`config.mk`:
```
export PLATFORM = sky130hd
export DESIGN_NAME = char_motion_ctrl_flat
export DESIGN_NICKNAME = d
export VERILOG_FILES = /design/src/rtl/char_motion_ctrl_pkg.sv /design/src/rtl/char_motion_ctrl_if.sv /design/src/rtl/char_motion_ctrl_dragon_slot.sv /design/src/rtl/char_motion_ctrl.sv /design/src/flat_wrapper.sv
export SDC_FILE = /design/constraint.sdc
export NUM_CORES = 1
export LEC_CHECK = 0
export CAP_MARGIN = 15
export CORE_UTILIZATION = 57
export CTS_BUF_LIST = sky130_fd_sc_hd__clkbuf_16
export CTS_CLUSTER_SIZE = 10
export DETAILED_ROUTE_END_ITERATION = 16
export PLACE_DENSITY = 0.9
export SLEW_MARGIN = 15
export SYNTH_ARGS = -nofsm -noshare
export SYNTH_HDL_FRONTEND = slang
export SYNTH_SLANG_ARGS = --single-unit
```
`constraint.sdc`:
```
create_clock -name clk_25Hz -period 5.75 [get_ports clk_25Hz]
set_clock_uncertainty 0.1 [all_clocks]
set_input_delay 0.575 -clock clk_25Hz [delete_from_list [all_inputs] [get_ports clk_25Hz]]
set_output_delay 0.575 -clock clk_25Hz [all_outputs]
set_load 0.03 [all_outputs]
```
`src/rtl/char_motion_ctrl_pkg.sv`:
```
// Shared game constants, state encodings and the LFSR step for the character motion stage.
// Screen, sprite sizes and Event bit positions live here so every file agrees on them.
package char_motion_ctrl_pkg;

   localparam int SCREEN_W    = 640;
   localparam int SCREEN_H    = 480;
   localparam int DRAGON_W    = 40;
   localparam int DRAGON_H    = 30;
   localparam int ROBOT_W     = 40;
   localparam int ROBOT_H     = 30;
   localparam int MISSILE_W   = 56;
   localparam int MISSILE_H   = 12;

   localparam logic [9:0] D_Y0        = 10'd60;
   localparam logic [9:0] D1_Y0       = 10'd200;
   localparam logic [9:0] D2_Y0       = 10'd340;
   localparam logic [9:0] ROBOT_X     = 10'd20;
   localparam logic [9:0] ROBOT_Y0    = 10'd225;
   localparam logic [9:0] ROBOT_Y_MAX = 10'd450;

   // The missile spawns at the robot's nose, vertically centred on the robot.
   localparam logic [9:0] MISSILE_X_OFF = 10'd40;
   localparam logic [9:0] MISSILE_Y_OFF = 10'd9;
   localparam logic [9:0] MISSILE_X_MAX = 10'(SCREEN_W - MISSILE_W - 1);

   localparam logic [9:0] SPAWN_Y_BASE = 10'd40;
   localparam logic [7:0] LFSR_SEED    = 8'hA5;

   // Event = {d, d1, d2, r}
   localparam int EV_D  = 3;
   localparam int EV_D1 = 2;
   localparam int EV_D2 = 1;
   localparam int EV_R  = 0;

   typedef enum logic {SLOT_ALIVE, SLOT_DEAD} slot_state_e;
   typedef enum logic {M_IDLE, M_FLY} missile_state_e;

   // Fibonacci form of x^8 + x^6 + x^5 + x^4 + 1.
   function automatic logic [7:0] lfsr_next(input logic [7:0] s);
      return {s[6:0], s[7] ^ s[5] ^ s[4] ^ s[3]};
   endfunction

endpackage

```
`src/rtl/char_motion_ctrl_if.sv`:
```
// Bundle between the motion controller and its neighbours: controls and Event in, sprite state out.
// master drives the controls and reads positions; slave is the motion controller itself.
interface char_motion_ctrl_if;
   import char_motion_ctrl_pkg::*;

   logic           move_tick;
   logic           btn_up;
   logic           btn_down;
   logic           btn_fire;
   logic [3:0]     Event;
   logic [9:0]     d_x, d_y, d1_x, d1_y, d2_x, d2_y;
   logic [9:0]     r_x, r_y, m_x, m_y;
   logic           d_valid, d1_valid, d2_valid, r_valid, m_valid;
   logic [7:0]     score;
   logic           game_over;
   slot_state_e    d_state, d1_state, d2_state;
   missile_state_e m_state;

   modport master (
      output move_tick, btn_up, btn_down, btn_fire, Event,
      input  d_x, d_y, d1_x, d1_y, d2_x, d2_y, r_x, r_y, m_x, m_y,
      input  d_valid, d1_valid, d2_valid, r_valid, m_valid, score, game_over,
      input  d_state, d1_state, d2_state, m_state
   );

   modport slave (
      input  move_tick, btn_up, btn_down, btn_fire, Event,
      output d_x, d_y, d1_x, d1_y, d2_x, d2_y, r_x, r_y, m_x, m_y,
      output d_valid, d1_valid, d2_valid, r_valid, m_valid, score, game_over,
      output d_state, d1_state, d2_state, m_state
   );

endinterface

```
`src/rtl/char_motion_ctrl_dragon_slot.sv`:
```
// One dragon: walks left each tick, re-enters at the spawn column on escape, and after a kill
// stays invisible for a fixed number of ticks before reappearing at a fresh random row.
module dragon_slot
   import char_motion_ctrl_pkg::*;
#(
   parameter int DRAGON_STEP   = 2,
   parameter int RESPAWN_TICKS = 60,
   parameter int SPAWN_X       = 600
) (
   input  logic        clk,
   input  logic        rst_n,
   input  logic        tick,
   input  logic        kill,
   input  logic        freeze,
   input  logic [9:0]  init_y,
   input  logic [9:0]  spawn_y,
   output logic [9:0]  x,
   output logic [9:0]  y,
   output logic        valid,
   output logic        killed,
   output slot_state_e state
);

   localparam int         CW       = $clog2(RESPAWN_TICKS + 1);
   localparam logic [9:0] STEP     = 10'(DRAGON_STEP);
   localparam logic [9:0] X_SPAWN  = 10'(SPAWN_X);
   localparam logic [CW-1:0] CNT_INIT = CW'(RESPAWN_TICKS);

   slot_state_e   state_q, state_d;
   logic [9:0]    x_q, x_d, y_q, y_d;
   logic          valid_q, valid_d;
   logic [CW-1:0] cnt_q, cnt_d;

   always_ff @(posedge clk or negedge rst_n) begin
      if (!rst_n) begin
         state_q <= SLOT_ALIVE;
         x_q     <= X_SPAWN;
         y_q     <= init_y;
         valid_q <= 1'b1;
         cnt_q   <= '0;
      end else begin
         state_q <= state_d;
         x_q     <= x_d;
         y_q     <= y_d;
         valid_q <= valid_d;
         cnt_q   <= cnt_d;
      end
   end

   always_comb begin
      state_d = state_q;
      x_d     = x_q;
      y_d     = y_q;
      valid_d = valid_q;
      cnt_d   = cnt_q;
      killed  = 1'b0;
      if (!freeze) begin
         case (state_q)
            SLOT_ALIVE: begin
               if (kill) begin
                  valid_d = 1'b0;
                  cnt_d   = CNT_INIT;
                  state_d = SLOT_DEAD;
                  killed  = 1'b1;
               end else if (tick) begin
                  x_d = (x_q < STEP) ? X_SPAWN : x_q - STEP;
               end
            end
            SLOT_DEAD: begin
               // The tick that brings the count to zero is the one that respawns,
               // so the dragon is gone for exactly RESPAWN_TICKS ticks.
               if (tick) begin
                  if (cnt_q <= CW'(1)) begin
                     cnt_d   = '0;
                     x_d     = X_SPAWN;
                     y_d     = spawn_y;
                     valid_d = 1'b1;
                     state_d = SLOT_ALIVE;
                  end else begin
                     cnt_d = cnt_q - CW'(1);
                  end
               end
            end
            default: state_d = SLOT_ALIVE;
         endcase
      end
   end

   assign x     = x_q;
   assign y     = y_q;
   assign valid = valid_q;
   assign state = state_q;

endmodule

```
`src/rtl/char_motion_ctrl.sv`:
```
// Game-state stage ahead of the pixel generator: dragons, robot, missile, score and game-over,
// all advanced by move_tick and killed by rising bits of the pixel stage's Event broadcast.
module char_motion_ctrl
   import char_motion_ctrl_pkg::*;
#(
   parameter int DRAGON_STEP   = 2,
   parameter int MISSILE_STEP  = 6,
   parameter int ROBOT_STEP    = 3,
   parameter int RESPAWN_TICKS = 60,
   parameter int SPAWN_X       = 600
) (
   input  logic              clk_25Hz,
   input  logic              rst,
   char_motion_ctrl_if.slave bus
);

   localparam logic [9:0] R_STEP = 10'(ROBOT_STEP);
   localparam logic [9:0] M_STEP = 10'(MISSILE_STEP);

   logic [3:0]     ev_q, rise;
   logic [7:0]     lfsr_q;
   logic [9:0]     spawn_y;
   logic           tick;
   logic [2:0]     killed;
   logic [1:0]     n_killed;
   logic [8:0]     score_sum;

   logic [7:0]     score_q, score_d;
   logic           game_over_q, game_over_d;
   logic [9:0]     r_y_q, r_y_d;
   logic           r_valid_q, r_valid_d;
   missile_state_e m_state_q, m_state_d;
   logic [9:0]     m_x_q, m_x_d, m_y_q, m_y_d, m_x_next;
   logic           m_valid_q, m_valid_d;

   assign rise    = bus.Event & ~ev_q;
   assign tick    = bus.move_tick;
   assign spawn_y = SPAWN_Y_BASE + {2'b00, lfsr_q} + {3'b000, lfsr_q[7:1]};

   always_ff @(posedge clk_25Hz or negedge rst) begin
      if (!rst) begin
         ev_q        <= '0;
         lfsr_q      <= LFSR_SEED;
         score_q     <= '0;
         game_over_q <= 1'b0;
         r_y_q       <= ROBOT_Y0;
         r_valid_q   <= 1'b1;
         m_state_q   <= M_IDLE;
         m_x_q       <= '0;
         m_y_q       <= '0;
         m_valid_q   <= 1'b0;
      end else begin
         ev_q        <= bus.Event;
         lfsr_q      <= lfsr_next(lfsr_q);
         score_q     <= score_d;
         game_over_q <= game_over_d;
         r_y_q       <= r_y_d;
         r_valid_q   <= r_valid_d;
         m_state_q   <= m_state_d;
         m_x_q       <= m_x_d;
         m_y_q       <= m_y_d;
         m_valid_q   <= m_valid_d;
      end
   end

   dragon_slot #(.DRAGON_STEP(DRAGON_STEP), .RESPAWN_TICKS(RESPAWN_TICKS), .SPAWN_X(SPAWN_X)) u_d (
      .clk(clk_25Hz), .rst_n(rst), .tick(tick), .kill(rise[EV_D]), .freeze(game_over_q),
      .init_y(D_Y0), .spawn_y(spawn_y), .x(bus.d_x), .y(bus.d_y), .valid(bus.d_valid),
      .killed(killed[0]), .state(bus.d_state)
   );

   dragon_slot #(.DRAGON_STEP(DRAGON_STEP), .RESPAWN_TICKS(RESPAWN_TICKS), .SPAWN_X(SPAWN_X)) u_d1 (
      .clk(clk_25Hz), .rst_n(rst), .tick(tick), .kill(rise[EV_D1]), .freeze(game_over_q),
      .init_y(D1_Y0), .spawn_y(spawn_y), .x(bus.d1_x), .y(bus.d1_y), .valid(bus.d1_valid),
      .killed(killed[1]), .state(bus.d1_state)
   );

   dragon_slot #(.DRAGON_STEP(DRAGON_STEP), .RESPAWN_TICKS(RESPAWN_TICKS), .SPAWN_X(SPAWN_X)) u_d2 (
      .clk(clk_25Hz), .rst_n(rst), .tick(tick), .kill(rise[EV_D2]), .freeze(game_over_q),
      .init_y(D2_Y0), .spawn_y(spawn_y), .x(bus.d2_x), .y(bus.d2_y), .valid(bus.d2_valid),
      .killed(killed[2]), .state(bus.d2_state)
   );

   // A dragon that dies together with the robot was rammed, not shot: no score.
   assign n_killed  = {1'b0, killed[0]} + {1'b0, killed[1]} + {1'b0, killed[2]};
   assign score_sum = {1'b0, score_q} + {7'd0, n_killed};

   always_comb begin
      score_d     = score_q;
      game_over_d = game_over_q;
      r_y_d       = r_y_q;
      r_valid_d   = r_valid_q;
      if (!game_over_q) begin
         if (!rise[EV_R]) begin
            score_d = score_sum[8] ? 8'hFF : score_sum[7:0];
         end
         if (rise[EV_R]) begin
            r_valid_d   = 1'b0;
            game_over_d = 1'b1;
         end else if (tick && bus.btn_up && !bus.btn_down) begin
            r_y_d = (r_y_q < R_STEP) ? 10'd0 : r_y_q - R_STEP;
         end else if (tick && bus.btn_down && !bus.btn_up) begin
            r_y_d = (r_y_q + R_STEP > ROBOT_Y_MAX) ? ROBOT_Y_MAX : r_y_q + R_STEP;
         end
      end
   end

   assign m_x_next = m_x_q + M_STEP;

   always_comb begin
      m_state_d = m_state_q;
      m_x_d     = m_x_q;
      m_y_d     = m_y_q;
      m_valid_d = m_valid_q;
      if (!game_over_q) begin
         case (m_state_q)
            M_IDLE: begin
               if (tick && bus.btn_fire && r_valid_q && !rise[EV_R]) begin
                  m_x_d     = ROBOT_X + MISSILE_X_OFF;
                  m_y_d     = r_y_q + MISSILE_Y_OFF;
                  m_valid_d = 1'b1;
                  m_state_d = M_FLY;
               end
            end
            M_FLY: begin
               if (|rise[EV_D:EV_D2]) begin
                  m_valid_d = 1'b0;
                  m_state_d = M_IDLE;
               end else if (tick) begin
                  m_x_d = m_x_next;
                  if (m_x_next > MISSILE_X_MAX) begin
                     m_valid_d = 1'b0;
                     m_state_d = M_IDLE;
                  end
               end
            end
            default: m_state_d = M_IDLE;
         endcase
      end
   end

   assign bus.r_x       = ROBOT_X;
   assign bus.r_y       = r_y_q;
   assign bus.r_valid   = r_valid_q;
   assign bus.m_x       = m_x_q;
   assign bus.m_y       = m_y_q;
   assign bus.m_valid   = m_valid_q;
   assign bus.m_state   = m_state_q;
   assign bus.score     = score_q;
   assign bus.game_over = game_over_q;

endmodule

```
`src/flat_wrapper.sv`:
```
// flat-port wrapper written by rule: the top's interface ports become plain ports
module char_motion_ctrl_flat import char_motion_ctrl_pkg::*;
#(
   parameter int DRAGON_STEP   = 2,
   parameter int MISSILE_STEP  = 6,
   parameter int ROBOT_STEP    = 3,
   parameter int RESPAWN_TICKS = 60,
   parameter int SPAWN_X       = 600
)
  (clk_25Hz, rst, bus_move_tick, bus_btn_up, bus_btn_down, bus_btn_fire, bus_Event, bus_d_x, bus_d_y, bus_d1_x, bus_d1_y, bus_d2_x, bus_d2_y, bus_r_x, bus_r_y, bus_m_x, bus_m_y, bus_d_valid, bus_d1_valid, bus_d2_valid, bus_r_valid, bus_m_valid, bus_score, bus_game_over, bus_d_state, bus_d1_state, bus_d2_state, bus_m_state);
  char_motion_ctrl_if bus_i ();
  input  logic clk_25Hz;
  input  logic rst;
  input wire logic [$bits(bus_i.move_tick)-1:0] bus_move_tick;
  input wire logic [$bits(bus_i.btn_up)-1:0] bus_btn_up;
  input wire logic [$bits(bus_i.btn_down)-1:0] bus_btn_down;
  input wire logic [$bits(bus_i.btn_fire)-1:0] bus_btn_fire;
  input wire logic [$bits(bus_i.Event)-1:0] bus_Event;
  output wire logic [$bits(bus_i.d_x)-1:0] bus_d_x;
  output wire logic [$bits(bus_i.d_y)-1:0] bus_d_y;
  output wire logic [$bits(bus_i.d1_x)-1:0] bus_d1_x;
  output wire logic [$bits(bus_i.d1_y)-1:0] bus_d1_y;
  output wire logic [$bits(bus_i.d2_x)-1:0] bus_d2_x;
  output wire logic [$bits(bus_i.d2_y)-1:0] bus_d2_y;
  output wire logic [$bits(bus_i.r_x)-1:0] bus_r_x;
  output wire logic [$bits(bus_i.r_y)-1:0] bus_r_y;
  output wire logic [$bits(bus_i.m_x)-1:0] bus_m_x;
  output wire logic [$bits(bus_i.m_y)-1:0] bus_m_y;
  output wire logic [$bits(bus_i.d_valid)-1:0] bus_d_valid;
  output wire logic [$bits(bus_i.d1_valid)-1:0] bus_d1_valid;
  output wire logic [$bits(bus_i.d2_valid)-1:0] bus_d2_valid;
  output wire logic [$bits(bus_i.r_valid)-1:0] bus_r_valid;
  output wire logic [$bits(bus_i.m_valid)-1:0] bus_m_valid;
  output wire logic [$bits(bus_i.score)-1:0] bus_score;
  output wire logic [$bits(bus_i.game_over)-1:0] bus_game_over;
  output wire logic [$bits(bus_i.d_state)-1:0] bus_d_state;
  output wire logic [$bits(bus_i.d1_state)-1:0] bus_d1_state;
  output wire logic [$bits(bus_i.d2_state)-1:0] bus_d2_state;
  output wire logic [$bits(bus_i.m_state)-1:0] bus_m_state;
  assign bus_i.move_tick = bus_move_tick;
  assign bus_i.btn_up = bus_btn_up;
  assign bus_i.btn_down = bus_btn_down;
  assign bus_i.btn_fire = bus_btn_fire;
  assign bus_i.Event = bus_Event;
  assign bus_d_x = bus_i.d_x;
  assign bus_d_y = bus_i.d_y;
  assign bus_d1_x = bus_i.d1_x;
  assign bus_d1_y = bus_i.d1_y;
  assign bus_d2_x = bus_i.d2_x;
  assign bus_d2_y = bus_i.d2_y;
  assign bus_r_x = bus_i.r_x;
  assign bus_r_y = bus_i.r_y;
  assign bus_m_x = bus_i.m_x;
  assign bus_m_y = bus_i.m_y;
  assign bus_d_valid = bus_i.d_valid;
  assign bus_d1_valid = bus_i.d1_valid;
  assign bus_d2_valid = bus_i.d2_valid;
  assign bus_r_valid = bus_i.r_valid;
  assign bus_m_valid = bus_i.m_valid;
  assign bus_score = bus_i.score;
  assign bus_game_over = bus_i.game_over;
  assign bus_d_state = bus_i.d_state;
  assign bus_d1_state = bus_i.d1_state;
  assign bus_d2_state = bus_i.d2_state;
  assign bus_m_state = bus_i.m_state;
  char_motion_ctrl #(.DRAGON_STEP(DRAGON_STEP), .MISSILE_STEP(MISSILE_STEP), .ROBOT_STEP(ROBOT_STEP), .RESPAWN_TICKS(RESPAWN_TICKS), .SPAWN_X(SPAWN_X)) u_core (.clk_25Hz(clk_25Hz), .rst(rst), .bus(bus_i));
endmodule
```
==> summary.txt <==
Total GRT Usage: 26.68%
Cells after Synth: 778
Fin Hold WS: 94.95 ps
final hold violations: 0
I/O pins: 128
DRC viols: 0
combinational power share: 20.5%
total of max-cap violations: 0
die area: 0.01357 mm^2
Compound-Gate Fraction of Synth Area: 19.11%
crit path from: bus_Event[2]
maximum vdd drop: 0.2334 mV
CTS Buf Count: 17
Die X: 116.5 um
area fraction in and, or, nand and nor cells after synthesis: 17.98%
top cell type's share of synthesized area: 33.15%
Tightest Pin Transition: 841.6 ps
dpl cell area: 0.008618 mm^2
minimum clock period after layout: 3278 ps
largest area contributor in the netlist: dfrtp_1
diode count: 0
# hold bufs at CTS: 0
number of global-route vias before repair: 5,849
TritonCTS clock tree: built
largest net degree at the start of global routing: 94
P_sw: 0.8241 mW
Cell Pwr Density: 285.9 mW/mm^2
reg-to-reg critical path endpoint: u_core.bus.score[6]
synthesis-stage register bit count: 134
clock buffer depth: 2
Row Count: 41
worst r2r src: u_core.bus.game_over
Cell Count, Final, Fillers Out: 1,060
DIE HEIGHT: 116.5 um
mux share of post-synthesis cell area: 4.119%
leakage power: 3.809 nW
Via Count: 6,181
mean routed wirelength per cell: 16.06 um
Nets: 911
share of cells above drive strength 1: 12.16%
finished layout cell area: 0.009121 mm^2
r2r setup slk: 2610 ps
CTS clk-pin slew, worst paths: 60 ps
total grt overflow: 0
# fillers: 922
synthesized area: 0.007472 mm^2
EDFF count, synth: 0
crit end category: flop
clk root buf: clkbuf_16
setup TNS: 0 ps
top cells by area, synth: dfrtp_1 33%, dfstp_2 12%, o21ai_0 4.5%
Crit path arrival time: 3490 ps
Final Util: 71.70%
clock share of power: 35.6%
Clock Sinks: 134
gpl congestion: 0.8606
asr flop ratio synth: 100.0%
placed insts: 1,028
Post-CTS Setup Bufs: 0
Hold WC Path Type: primary input to async pin
crit-path max FO: 6
internal power: 1.784 mW
Sw Share: 31.60%
main combinational cell family by area after synthesis: compound AO/OA/AOI/OAI gates
sequential share of the synthesized area: 45.46%
starting density of the core: 58.73%
Routed Antenna Nets: 0
core area: 0.01272 mm^2
First DRT Iteration DRCs: 493
post-synthesis cell type count: 80
Slew Viols, Final: 0
Synth Area in XOR/XNOR: 2.930%
Area Growth Syn to Fin: 22.07%
Adder-Cell Fraction of Synth Area: 4.789%
vias per cell: 5.831
H-tree Lvls: 4
Setup-failing EPs final: 0
Port Buffer Count: 113
HPWL Detailed: 11,770 um
R2R cell count: 8
Synth Flop Type: dfrtp_1
period utilization: 57.00%
Worst-Skew Late Latency: 420 ps
relative slew slack: 43.89%
DR pass1 iterations: 5
Sequential Power Share: 44.0%
antenna violations before repair: 0
CP Class: primary input to flop
run status: finished clean
post-cts resize count: 0
first-pass GRT wire length: 28,070 um
critical path startpoint category: primary input
final wirelength: 17,020 um
Max Freq: 305.1 MHz
RSZ-0062 raised after global routing: false
CP required: 5960 ps
YS warnings: 0
Syn Area/Cell: 9.604 um^2
==> worst max-delay path by stage <==
stage                     endpoint  slack, ps  depth (start not counted)
6_report       u_core.bus.score[6]       2470                         10
5_1_grt        u_core.bus.score[6]       2350                         10
4_1_cts        u_core.bus.score[6]       2490                         10
3_5_place_dp   u_core.bus.score[6]       2070                         10
3_3_place_gp   u_core.bus.score[6]       2100                         10
2_1_floorplan  u_core.bus.score[6]       2530                         10
==> stage by stage <==
step / worst slack (ps) / power (mW)
final: 2472 / 2.608
after global routing: 2351 / 2.736
after CTS: 2489 / 2.622
after detailed placement: 2068 / 1.690
after global placement: 2103 / 1.670
after floorplan: 2526 / 1.511
==> state kept, by name (all words and copies together) (netlist names), 8 cells and up <==
| signal | count |
|---|---|
| u_core.u_d.x | 9 |
| u_core.bus.m_y | 10 |
| u_core.u_d1.y | 10 |
| u_core.u_d2.x | 9 |
| u_core.lfsr_q | 8 |
| u_core.u_d1.x | 9 |
| u_core.bus.score | 8 |
| u_core.u_d2.y | 10 |
| u_core.bus.m_x | 9 |
| u_core.bus.r_y | 10 |
| u_core.u_d.y | 10 |
==> power by group through the flow <==
stage | clock, mW | combinational, mW | sequential, mW
floorplan | 0 | 0.311 | 1.20
global route | 0.982 | 0.591 | 1.16
finish | 0.928 | 0.533 | 1.15
detailed placement | 0 | 0.532 | 1.16
CTS | 0.942 | 0.535 | 1.14
global placement | 0 | 0.513 | 1.16
==> synthesized netlist by cell type, drive strengths merged, types with 7 or more instances <==
master	instances
nand4	11
or3	17
o21a	7
ha	23
inv	42
nand2b	10
nand3	30
nor3	31
a21o	7
a21oi	40
buf	24
dfstp	35
o21ai	75
nand2	66
xnor2	19
nor2b	10
clkbuf	24
nor2	52
dfrtp	99
mux2	22
o31ai	25
==> cell usage in the layout, fill, tap and decap left out, types with 4 or more instances in the layout <==
master / n
a21o_1: 7
o21ai_1: 8
mux2_2: 22
o21a_1: 7
nor2_1: 51
clkinv_2: 4
a21oi_1: 39
clkbuf_16: 17
xnor2_1: 19
nor3_1: 31
ha_1: 23
o21ai_0: 67
mux2i_1: 6
clkdlybuf4s50_1: 112
o31ai_1: 25
or4_1: 4
nor4_1: 4
inv_1: 46
nand4_1: 11
xor2_1: 6
nand3_1: 27
dfrtp_1: 99
dfstp_2: 35
conb_1: 14
a211o_1: 6
nand2_1: 66
nand2b_1: 10
o22ai_1: 6
or3_1: 16
and3_1: 6
nor2b_1: 9
a31oi_1: 4
==> logic make-up (layout without fill, tap and decap cells) <==
| kind of cell | count (synthesis) | count (layout) |
|---|---|---|
| muxes | 28 | 28 |
| DFF | 134 | 134 |
| buffers and inverters | 90 | 188 |
| AOI/OAI and AO/OA | 212 | 212 |
| adders and majority gates | 27 | 27 |
| other | 2 | 14 |
| and+or+nand+nor | 260 | 260 |
| xor gates and xnor gates | 25 | 25 |
==> per-layer routing <==
layer / track usage (%) / routed length [um]
met4: 10.51 / 364
met5: 0 / 0
met1: 34.22 / 7414
met2: 43.59 / 8260
met3: 6.591 / 980
==> cell type report <==
cell class | instances | area, um^2 | area share, %
Clock buffer | 17 | 425.4 | 4.664
Tap cell | 172 | 215.2 | 2.359
Multi-Input combinational cell | 566 | 3709 | 40.66
Clock inverter | 15 | 77.57 | 0.8505
Sequential cell | 134 | 3397 | 37.24
Timing Repair Buffer | 114 | 1140 | 12.50
Inverter | 42 | 157.7 | 1.728
==> worst max-delay path, cell delays in order <==
cell and delay, ps:
clkdlybuf4s50_1 500, nand2b_1 120, or3_1 400, inv_1 160, fa_1 430, ha_1 240
fa_1 380, and3_1 210, nand4_1 120, mux2_2 340
(Power assumes the default switching activity.)
